<file path="src/rtl/cpu_pkg.sv">
// Shared constants and state encoding for the vector/stack sequencer.
package cpu_pkg;

  localparam logic [7:0] RESET_ADDR = 8'h00;
  localparam logic [7:0] INTR_ADDR  = 8'h01;
  localparam logic [7:0] SP_INIT    = 8'hFF;
  localparam int         FLAG_W     = 4;

  typedef enum logic [3:0] {
    IDLE,
    RV_REQ,
    RV_LOAD,
    IP_PC,
    IP_FL,
    IV_REQ,
    IV_LOAD,
    RT_FL,
    RT_PC,
    RT_LOAD
  } seq_state_e;

endpackage

</file>
<file path="src/rtl/vector_stack_sequencer.sv">
// Data-memory initiator for reset-vector fetch, interrupt entry (push PC and
// flags, fetch vector) and return-from-interrupt (pop flags and PC).
//
// state   | meaning
// --------+--------------------------------------------------------------
// IDLE    | core owns the memory port; arbitrate RESET_IN > irq > rti
// RV_REQ  | read reset vector
// RV_LOAD | load PC from reset vector, SP <= SP_INIT, enable interrupts
// IP_PC   | push return PC at sp_work
// IP_FL   | push flags at sp_work-1, SP <= sp_work-2
// IV_REQ  | read interrupt vector
// IV_LOAD | load PC from interrupt vector, ack, mask interrupts
// RT_FL   | read saved flags at sp_work+1
// RT_PC   | restore flags, read saved PC at sp_work+2
// RT_LOAD | load PC, SP <= sp_work+2, unmask interrupts
module vector_stack_sequencer
  import cpu_pkg::*;
(
  input  logic              clk,
  input  logic              rst,
  input  logic              RESET_IN,
  input  logic              INTR_IN,
  input  logic              rti_req,
  input  logic [7:0]        pc_current,
  input  logic [FLAG_W-1:0] flags_in,
  input  logic [7:0]        sp_in,
  input  logic [7:0]        mem_rdata,
  output logic              mem_read,
  output logic              mem_write,
  output logic [7:0]        mem_addr,
  output logic [7:0]        mem_wdata,
  output logic              pc_load,
  output logic [7:0]        pc_value,
  output logic              sp_write,
  output logic [7:0]        sp_value,
  output logic              flags_write,
  output logic [FLAG_W-1:0] flags_value,
  output logic              busy,
  output logic              intr_ack
);

  seq_state_e state_q, state_d;
  logic       ie_q, ie_d;
  logic       pending_q, pending_d;
  logic [7:0] sp_work_q, sp_work_d;

  // State register with synchronous reset into the reset-vector fetch.
  always_ff @(posedge clk) begin
    if (rst) begin
      state_q   <= RV_REQ;
      ie_q      <= 1'b0;
      pending_q <= 1'b0;
      sp_work_q <= SP_INIT;
    end else begin
      state_q   <= state_d;
      ie_q      <= ie_d;
      pending_q <= pending_d;
      sp_work_q <= sp_work_d;
    end
  end

  // Next-state logic and Moore output decode.
  always_comb begin
    state_d     = state_q;
    ie_d        = ie_q;
    pending_d   = pending_q | INTR_IN;
    sp_work_d   = sp_work_q;
    mem_read    = 1'b0;
    mem_write   = 1'b0;
    mem_addr    = 8'h00;
    mem_wdata   = 8'h00;
    pc_load     = 1'b0;
    pc_value    = 8'h00;
    sp_write    = 1'b0;
    sp_value    = 8'h00;
    flags_write = 1'b0;
    flags_value = '0;
    busy        = 1'b1;
    intr_ack    = 1'b0;

    case (state_q)
      IDLE: begin
        busy = 1'b0;
        if (RESET_IN) begin
          state_d = RV_REQ;
        end else if (pending_q && ie_q) begin
          sp_work_d = sp_in;
          state_d   = IP_PC;
        end else if (rti_req) begin
          sp_work_d = sp_in;
          state_d   = RT_FL;
        end
      end
      RV_REQ: begin
        mem_read = 1'b1;
        mem_addr = RESET_ADDR;
        state_d  = RV_LOAD;
      end
      RV_LOAD: begin
        pc_load   = 1'b1;
        pc_value  = mem_rdata;
        sp_write  = 1'b1;
        sp_value  = SP_INIT;
        ie_d      = 1'b1;
        // A request arriving in this very cycle is still remembered.
        pending_d = INTR_IN;
        state_d   = IDLE;
      end
      IP_PC: begin
        mem_write = 1'b1;
        mem_addr  = sp_work_q;
        mem_wdata = pc_current;
        state_d   = IP_FL;
      end
      IP_FL: begin
        mem_write = 1'b1;
        mem_addr  = sp_work_q - 8'd1;
        mem_wdata = 8'(flags_in);
        sp_write  = 1'b1;
        sp_value  = sp_work_q - 8'd2;
        state_d   = IV_REQ;
      end
      IV_REQ: begin
        mem_read = 1'b1;
        mem_addr = INTR_ADDR;
        state_d  = IV_LOAD;
      end
      IV_LOAD: begin
        pc_load   = 1'b1;
        pc_value  = mem_rdata;
        intr_ack  = 1'b1;
        ie_d      = 1'b0;
        pending_d = INTR_IN;
        state_d   = IDLE;
      end
      RT_FL: begin
        mem_read = 1'b1;
        mem_addr = sp_work_q + 8'd1;
        state_d  = RT_PC;
      end
      RT_PC: begin
        flags_write = 1'b1;
        flags_value = mem_rdata[FLAG_W-1:0];
        mem_read    = 1'b1;
        mem_addr    = sp_work_q + 8'd2;
        state_d     = RT_LOAD;
      end
      RT_LOAD: begin
        pc_load  = 1'b1;
        pc_value = mem_rdata;
        sp_write = 1'b1;
        sp_value = sp_work_q + 8'd2;
        ie_d     = 1'b1;
        state_d  = IDLE;
      end
      default: begin
        state_d = RV_REQ;
      end
    endcase

    // Abort: drop whatever the current step would have done, including any
    // remaining push write, and restart from the reset vector.
    if (RESET_IN && (state_q != IDLE)) begin
      state_d     = RV_REQ;
      ie_d        = ie_q;
      pending_d   = pending_q | INTR_IN;
      sp_work_d   = sp_work_q;
      mem_read    = 1'b0;
      mem_write   = 1'b0;
      mem_addr    = 8'h00;
      mem_wdata   = 8'h00;
      pc_load     = 1'b0;
      pc_value    = 8'h00;
      sp_write    = 1'b0;
      sp_value    = 8'h00;
      flags_write = 1'b0;
      flags_value = '0;
      intr_ack    = 1'b0;
    end

    if (rst) begin
      mem_read    = 1'b0;
      mem_write   = 1'b0;
      mem_addr    = 8'h00;
      mem_wdata   = 8'h00;
      pc_load     = 1'b0;
      pc_value    = 8'h00;
      sp_write    = 1'b0;
      sp_value    = 8'h00;
      flags_write = 1'b0;
      flags_value = '0;
      intr_ack    = 1'b0;
      busy        = 1'b1;
    end
  end

endmodule

</file>
<file path="config.mk">
export PLATFORM = sky130hd
export DESIGN_NAME = vector_stack_sequencer
export DESIGN_NICKNAME = d
export VERILOG_FILES = /design/src/rtl/cpu_pkg.sv /design/src/rtl/vector_stack_sequencer.sv
export SDC_FILE = /design/constraint.sdc
export NUM_CORES = 1
export LEC_CHECK = 0
export CAP_MARGIN = 20
export CORE_ASPECT_RATIO = 1.5
export CORE_UTILIZATION = 30
export DETAILED_ROUTE_END_ITERATION = 10
export SKIP_CTS_REPAIR_TIMING = 1
export SLEW_MARGIN = 20
export SYNTH_ARGS = -nofsm -noshare
export SYNTH_HDL_FRONTEND = slang
export SYNTH_SLANG_ARGS = --single-unit
</file>
<file path="constraint.sdc">
create_clock -name clk -period 6.7 [get_ports clk]
set_input_delay 1.005 -clock clk [delete_from_list [all_inputs] [get_ports clk]]
set_output_delay 1.005 -clock clk [all_outputs]
set_load 0.01 [all_outputs]
</file>
* Word-level counts from Yosys, hierarchy flattened
Index checks and enable logic that the tools add are counted.
** Word-level totals
- Bits in registers :: 14
- Logic and storage cells :: 80
- Output and inout port bits :: 43
** Cells by class
- Bitwise gates (word level) :: 3
- $add $sub $neg :: 4
- Reductions and logical operators :: 15
- Muxes and demuxes :: 44
- Equal/unequal tests :: 10
** Operator list (count)
- 2-to-1 mux 8 bit :: 11
- case mux 8 bit (5 select lines) :: 1
- case mux 4 bit (8 select lines) :: 1
- 2-to-1 mux 4 bit :: 6
- case mux 8 bit (3 select lines) :: 1
- 2-to-1 mux 1 bit :: 22
- equality test 4 x 3 -> 1 bit, second input constant :: 4
- case mux 8 bit (2 select lines) :: 1
- adder 8 x 1 -> 8 bit, second input constant :: 1
- adder 8 x 2 -> 8 bit, second input constant :: 1
- equality test 4 x 2 -> 1 bit, second input constant :: 2
- equality test 4 bit, second input constant :: 2
- OR reduction 2 bit :: 4
- subtractor 8 x 1 -> 8 bit, second input constant :: 1
- subtractor 8 x 2 -> 8 bit, second input constant :: 1
- OR reduction 3 bit :: 2
- equality test 4 x 1 -> 1 bit, second input constant :: 1
- zero test 4 bit :: 1
- != test 4 bit, second input constant :: 1
- AND reduction 4 bit :: 1
- nonzero test 2 bit :: 2
- nonzero test 4 bit :: 1
- OR reduction 4 bit :: 1
- logical AND 1 bit :: 2
- other kinds (4) :: 5

* Depth between registers and ports, before layout
- Word-level depth :: 5
- Mapped depth :: 10
- Depth with buffers taken out :: 9

* Worst setup path before layout
Ideal clock, no wire load.
- Path type :: register to output
- Start point :: register state_q[2]
- End point :: output port mem_addr[6]
- Buffers on the path :: 1
- Data arrival time :: 2631 ps
- Slack :: 3064 ps
- Stages on the path, launching flop included :: 10
- Cell sequence :: dfxtp_1 > clkbuf_1 > nor2b_1 > nand3_1 > ha_1 > nor2b_1 > o31a_1 > o21a_1 > or3_1 > a31oi_1
** On the way
- Longest elaborated chain between the ends :: 4
- Elaborated cells between the ends (all ways) :: 10
- Those cells by class :: eq/ne (5); mux (3); reduce/logical (2)
** RTL lines
- start: declaration :: RTL line vector_stack_sequencer.sv:42 : seq_state_e state_q, state_d;
- start signal: assignment :: RTL line vector_stack_sequencer.sv:55 : state_q <= state_d;
- equality test 4 bit, or another cell as far along :: RTL line vector_stack_sequencer.sv:81 : case (state_q)
- case mux 8 bit (5 select lines) or logical AND 1 bit (tied branches) :: RTL line vector_stack_sequencer.sv:81, vector_stack_sequencer.sv:163
- 2-to-1 mux 8 bit * :: RTL line vector_stack_sequencer.sv:163 : if (RESET_IN && (state_q != IDLE)) begin
- 2-to-1 mux 8 bit * :: RTL line vector_stack_sequencer.sv:181 : if (rst) begin
- end: declaration :: RTL line vector_stack_sequencer.sv:30 : output logic [7:0] mem_addr,
Mark *: on every way between the ends. The rest lies on a longest branch, timed or not.

* Final worst setup path
- Start point :: register state_q[2]
- End point :: output port mem_addr[7]
The elaborated chain is that of the path after synthesis.

==> metrics.md <==
| Metric | Value |
|---|---|
| Least-Margin Pin Slew | `0.718 ns` |
| Fillers | `580` |
| Drt initial violations | `65` |
| Die footprint | `6040 µm²` |
| Type of destination of the critical path | `output pin` |
| Skew-Pair Late Insertion Delay | `0.25 ns` |
| Antenna violations before repair | `0` |
| Synthesized instance count | `243` |
| CTS buffer count | `3` |
| Worst setup slack before clock tree synthesis | `2.04 ns` |
| Peak supply drop | `0.0783 mV` |
| DRT Wirelength | `5700 µm` |
| Post-Syn Nets | `285` |
| Required @ worst endpoint | `5.69 ns` |
| Number of cells on the worst hold path | `2` |
| All-Layer GR Usage | `19.1%` |
| Internal power consumption | `194 µW` |
| Fin Clk Skew | `0.00144 ns` |
| FFs w/ async S/R, synth | `0%` |
| Std-Cell Rows | `33` |
| Fraction of power consumed by combinational cells | `36.1%` |
| Number of vias per cell after detailed routing | `5.43` |
| Routability-driven placement congestion ratio | `0.886` |
| Relative contribution of the clock network to total power | `29.1%` |
| Destination of the worst register-to-register timing path | `sp_work_q[7]$_SDFFE_PP1P_` |
| Vias in the first global route | `1,874` |
| Clock tree from TritonCTS | `done` |
| Hold WC Path Type | `flop to flop` |
| Setup tns final | `0 ns` |
| Maximum count of clock buffers along a single path | `2` |
| Number of nets at the end of the flow | `350` |
| Clock Sink Count | `14` |
| Die boundary width | `63.8 µm` |
| Leading register cell type out of synthesis | `sky130_fd_sc_hd__dfxtp_1` |
| Register-to-register path setup slack | `4.47 ns` |
| # diodes | `0` |
| Register area share after synthesis | `16.3%` |
| Max-cap violations | `0` |
| Area delta synth->final | `47.6%` |
| Clock transition at path regs | `0.06 ns` |
| Launching point of the worst reg2reg path | `state_q[1]$_SDFFE_PP0P_` |
| Average wire per cell in the routed design | `15.1 µm` |
| Average footprint of a synthesized cell | `7.07 µm²` |
| End of the worst hold path | `pending_q$_SDFF_PP0_` |
| Number of H-tree branching levels | `1` |
| Placeable Area | `5490 µm²` |
| GR Overflow Total | `0` |
| Final setup violation count | `0` |
| Outcome | `complete, no violations` |
| Setup repair after global routing missed its margin | `no` |
| Maximum clock frequency | `208 MHz` |
| Fin crit share | `71.9%` |
| Effective utilization at floorplan | `31.3%` |
| Final slew viol count | `0` |
| Sequential cell fraction of total power | `34.8%` |
| Hold wc startpoint | `pending_q$_SDFF_PP0_` |
| Share of final-layout standard cells stronger than drive strength 1 | `7.17%` |
| Final setup slack of the worst path | `1.88 ns` |
| Die outline height | `94.7 µm` |
| Post-synth EDFFs | `0` |
| Lkg Pwr | `0.000950 µW` |
| Total vias in the final route | `2,046` |
| Remaining number of nets flagged by the antenna check after routing | `0` |
| Residual DRC | `0` |
| Setup Crit Path Kind | `flop to output pin` |
| Power spent charging and discharging nets | `91.5 µW` |
| Cell variety after synth | `52` |
| Largest net degree at the start of global routing | `20` |
| Final HPWL DP | `4520 µm` |
| Count of synthesis-stage warnings from yosys | `0` |
| Launching element type of the critical path | `flop` |
| Switching Fraction | `32.1%` |
| Count of TritonRoute iterations in the first routing pass | `4` |
| I/O pins | `76` |
| Pwr/cell area | `113 nW/µm²` |
| Worst path arrival time | `3.81 ns` |
| Max Fanout on Critical Path | `11` |
| Final number of hold-violating endpoints | `0` |
| Buffer type at the clock tree root | `sky130_fd_sc_hd__clkbuf_8` |
| Cell area after synthesis | `1720 µm²` |
| Wire length of the first global-routing pass | `9100 µm` |
| Port Buf Inserts | `75` |
| Max-Slew Margin vs Limit | `52.1%` |
| Number of cells on the worst reg-to-reg path | `4` |
| Final Critical Period | `4.82 ns` |
| Count of state elements after synthesis | `14` |
## area by class of cell
| type | instances | area [µm²] | area share (%) |
|---|---|---|---|
| inverter | 7 | 26.3 | 1.04 |
| clock buffer | 4 | 55.1 | 2.17 |
| tap | 70 | 87.6 | 3.45 |
| sequential | 14 | 280 | 11.0 |
| timing repair buffer | 77 | 766 | 30.2 |
| multi-input combinational | 205 | 1320 | 52.1 |
## synthesized netlist by cell type (all sizes together), types with 2 or more instances
cell type	n	area (µm²)
a22oi	9	67.6
ha	8	100
and3	9	56.3
clkbuf	10	37.5
or2	2	12.5
a221o	2	20.0
nand3b	2	15.0
o21a	3	22.5
nor2b	9	56.3
a21o	6	46.3
nor3	8	51.3
a211oi	4	30.0
buf	7	52.5
dfxtp	14	280
or3	4	25.0
a31oi	2	12.5
xnor2	6	52.6
nand2	18	67.6
a211o	9	87.6
xor2	3	26.3
nand3	5	25.0
o221ai	2	17.5
a21oi	21	105
inv	7	26.3
nor3b	3	27.5
and2	9	56.3
o21ai	11	55.1
nor2	34	130
## registers in the layout, indices dropped and copies added, names as in the netlist
signal     flops
pending_q      1
sp_work_q      8
state_q        4
ie_q           1
## power groups by stage
stage                     Clock [µW]  Combinational, µW  Sequential [µW]
after CTS                       85.3                104             99.2
after global placement             0                102              101
after global routing            88.9                114              101
after detailed placement           0                103              101
after floorplan                    0               70.9             92.0
final                           83.0                103             99.4
## through the flow
stage	hold slack (ns)	instances	area (µm²)	power, µW	utilization, %
after global routing	0.594	377	2540	304	46.2
after global placement	0.507	373	2480	204	45.2
after detailed placement	0.507	373	2480	204	45.2
after floorplan	0.474	243	1720	163	-
final	0.521	377	2540	286	46.2
after CTS	0.523	377	2540	288	46.2
## layout by cell type, fill, tap and decap left out, types with 5 or more instances in the layout
cell type	n
sky130_fd_sc_hd__clkdlybuf4s50_1	75
sky130_fd_sc_hd__nor2_1	33
sky130_fd_sc_hd__a21oi_1	21
sky130_fd_sc_hd__nand2_1	18
sky130_fd_sc_hd__dfxtp_1	14
sky130_fd_sc_hd__o21ai_0	10
sky130_fd_sc_hd__nor2b_1	9
sky130_fd_sc_hd__a22oi_1	9
sky130_fd_sc_hd__and2_1	9
sky130_fd_sc_hd__and3_1	9
sky130_fd_sc_hd__ha_1	8
sky130_fd_sc_hd__inv_1	7
sky130_fd_sc_hd__nor3_1	7
sky130_fd_sc_hd__a211o_2	7
sky130_fd_sc_hd__xnor2_1	6
sky130_fd_sc_hd__nand3_1	5
sky130_fd_sc_hd__a21o_1	5
## cell families after synthesis
group | share of synthesized area (%)
AO/OA/AOI/OAI | 30.9
buffers and inverters | 6.77
AND/OR/NAND/NOR | 33.2
XOR/XNOR | 4.59
multiplexers | 1.24
adder cells (fa/ha/maj) | 6.99
flip-flops | 16.3
## worst max-delay path by stage
| stage | startpoint | to | slack [ns] |
|---|---|---|---|
| 2_1_floorplan | state_q[2]$_SDFFE_PP0P_ | mem_addr[6] | 3.06 |
| 3_3_place_gp | rst | mem_addr[7] | 2.08 |
| 3_5_place_dp | rst | mem_addr[7] | 2.04 |
| 4_1_cts | state_q[2]$_SDFFE_PP0P_ | mem_addr[7] | 1.91 |
| 5_1_grt | state_q[2]$_SDFFE_PP0P_ | mem_addr[7] | 1.68 |
| 6_report | state_q[2]$_SDFFE_PP0P_ | mem_addr[7] | 1.88 |
## layer usage
layer / up-vias / global-route usage, % / part of all wire (%)
li1: 1011 / - / -
met1: 960 / 19.8 / 39
met2: 66 / 37.9 / 55
met3: 9 / 3.62 / 5.0
met4: 0 / 4.92 / 1.2
met5: - / 0 / 0
## critical path, cell delays in order, from the launching register on
cell and delay (ns):
sky130_fd_sc_hd__dfxtp_1 0.55, sky130_fd_sc_hd__nor2b_1 0.32, sky130_fd_sc_hd__nand3_1 0.36, sky130_fd_sc_hd__ha_1 0.43, sky130_fd_sc_hd__a211oi_1 0.39, sky130_fd_sc_hd__nor3_1 0.12
sky130_fd_sc_hd__a211oi_1 0.47, sky130_fd_sc_hd__o2111ai_1 0.18, sky130_fd_sc_hd__and4bb_2 0.27, sky130_fd_sc_hd__clkdlybuf4s50_1 0.48
(Power assumes the default switching activity.)
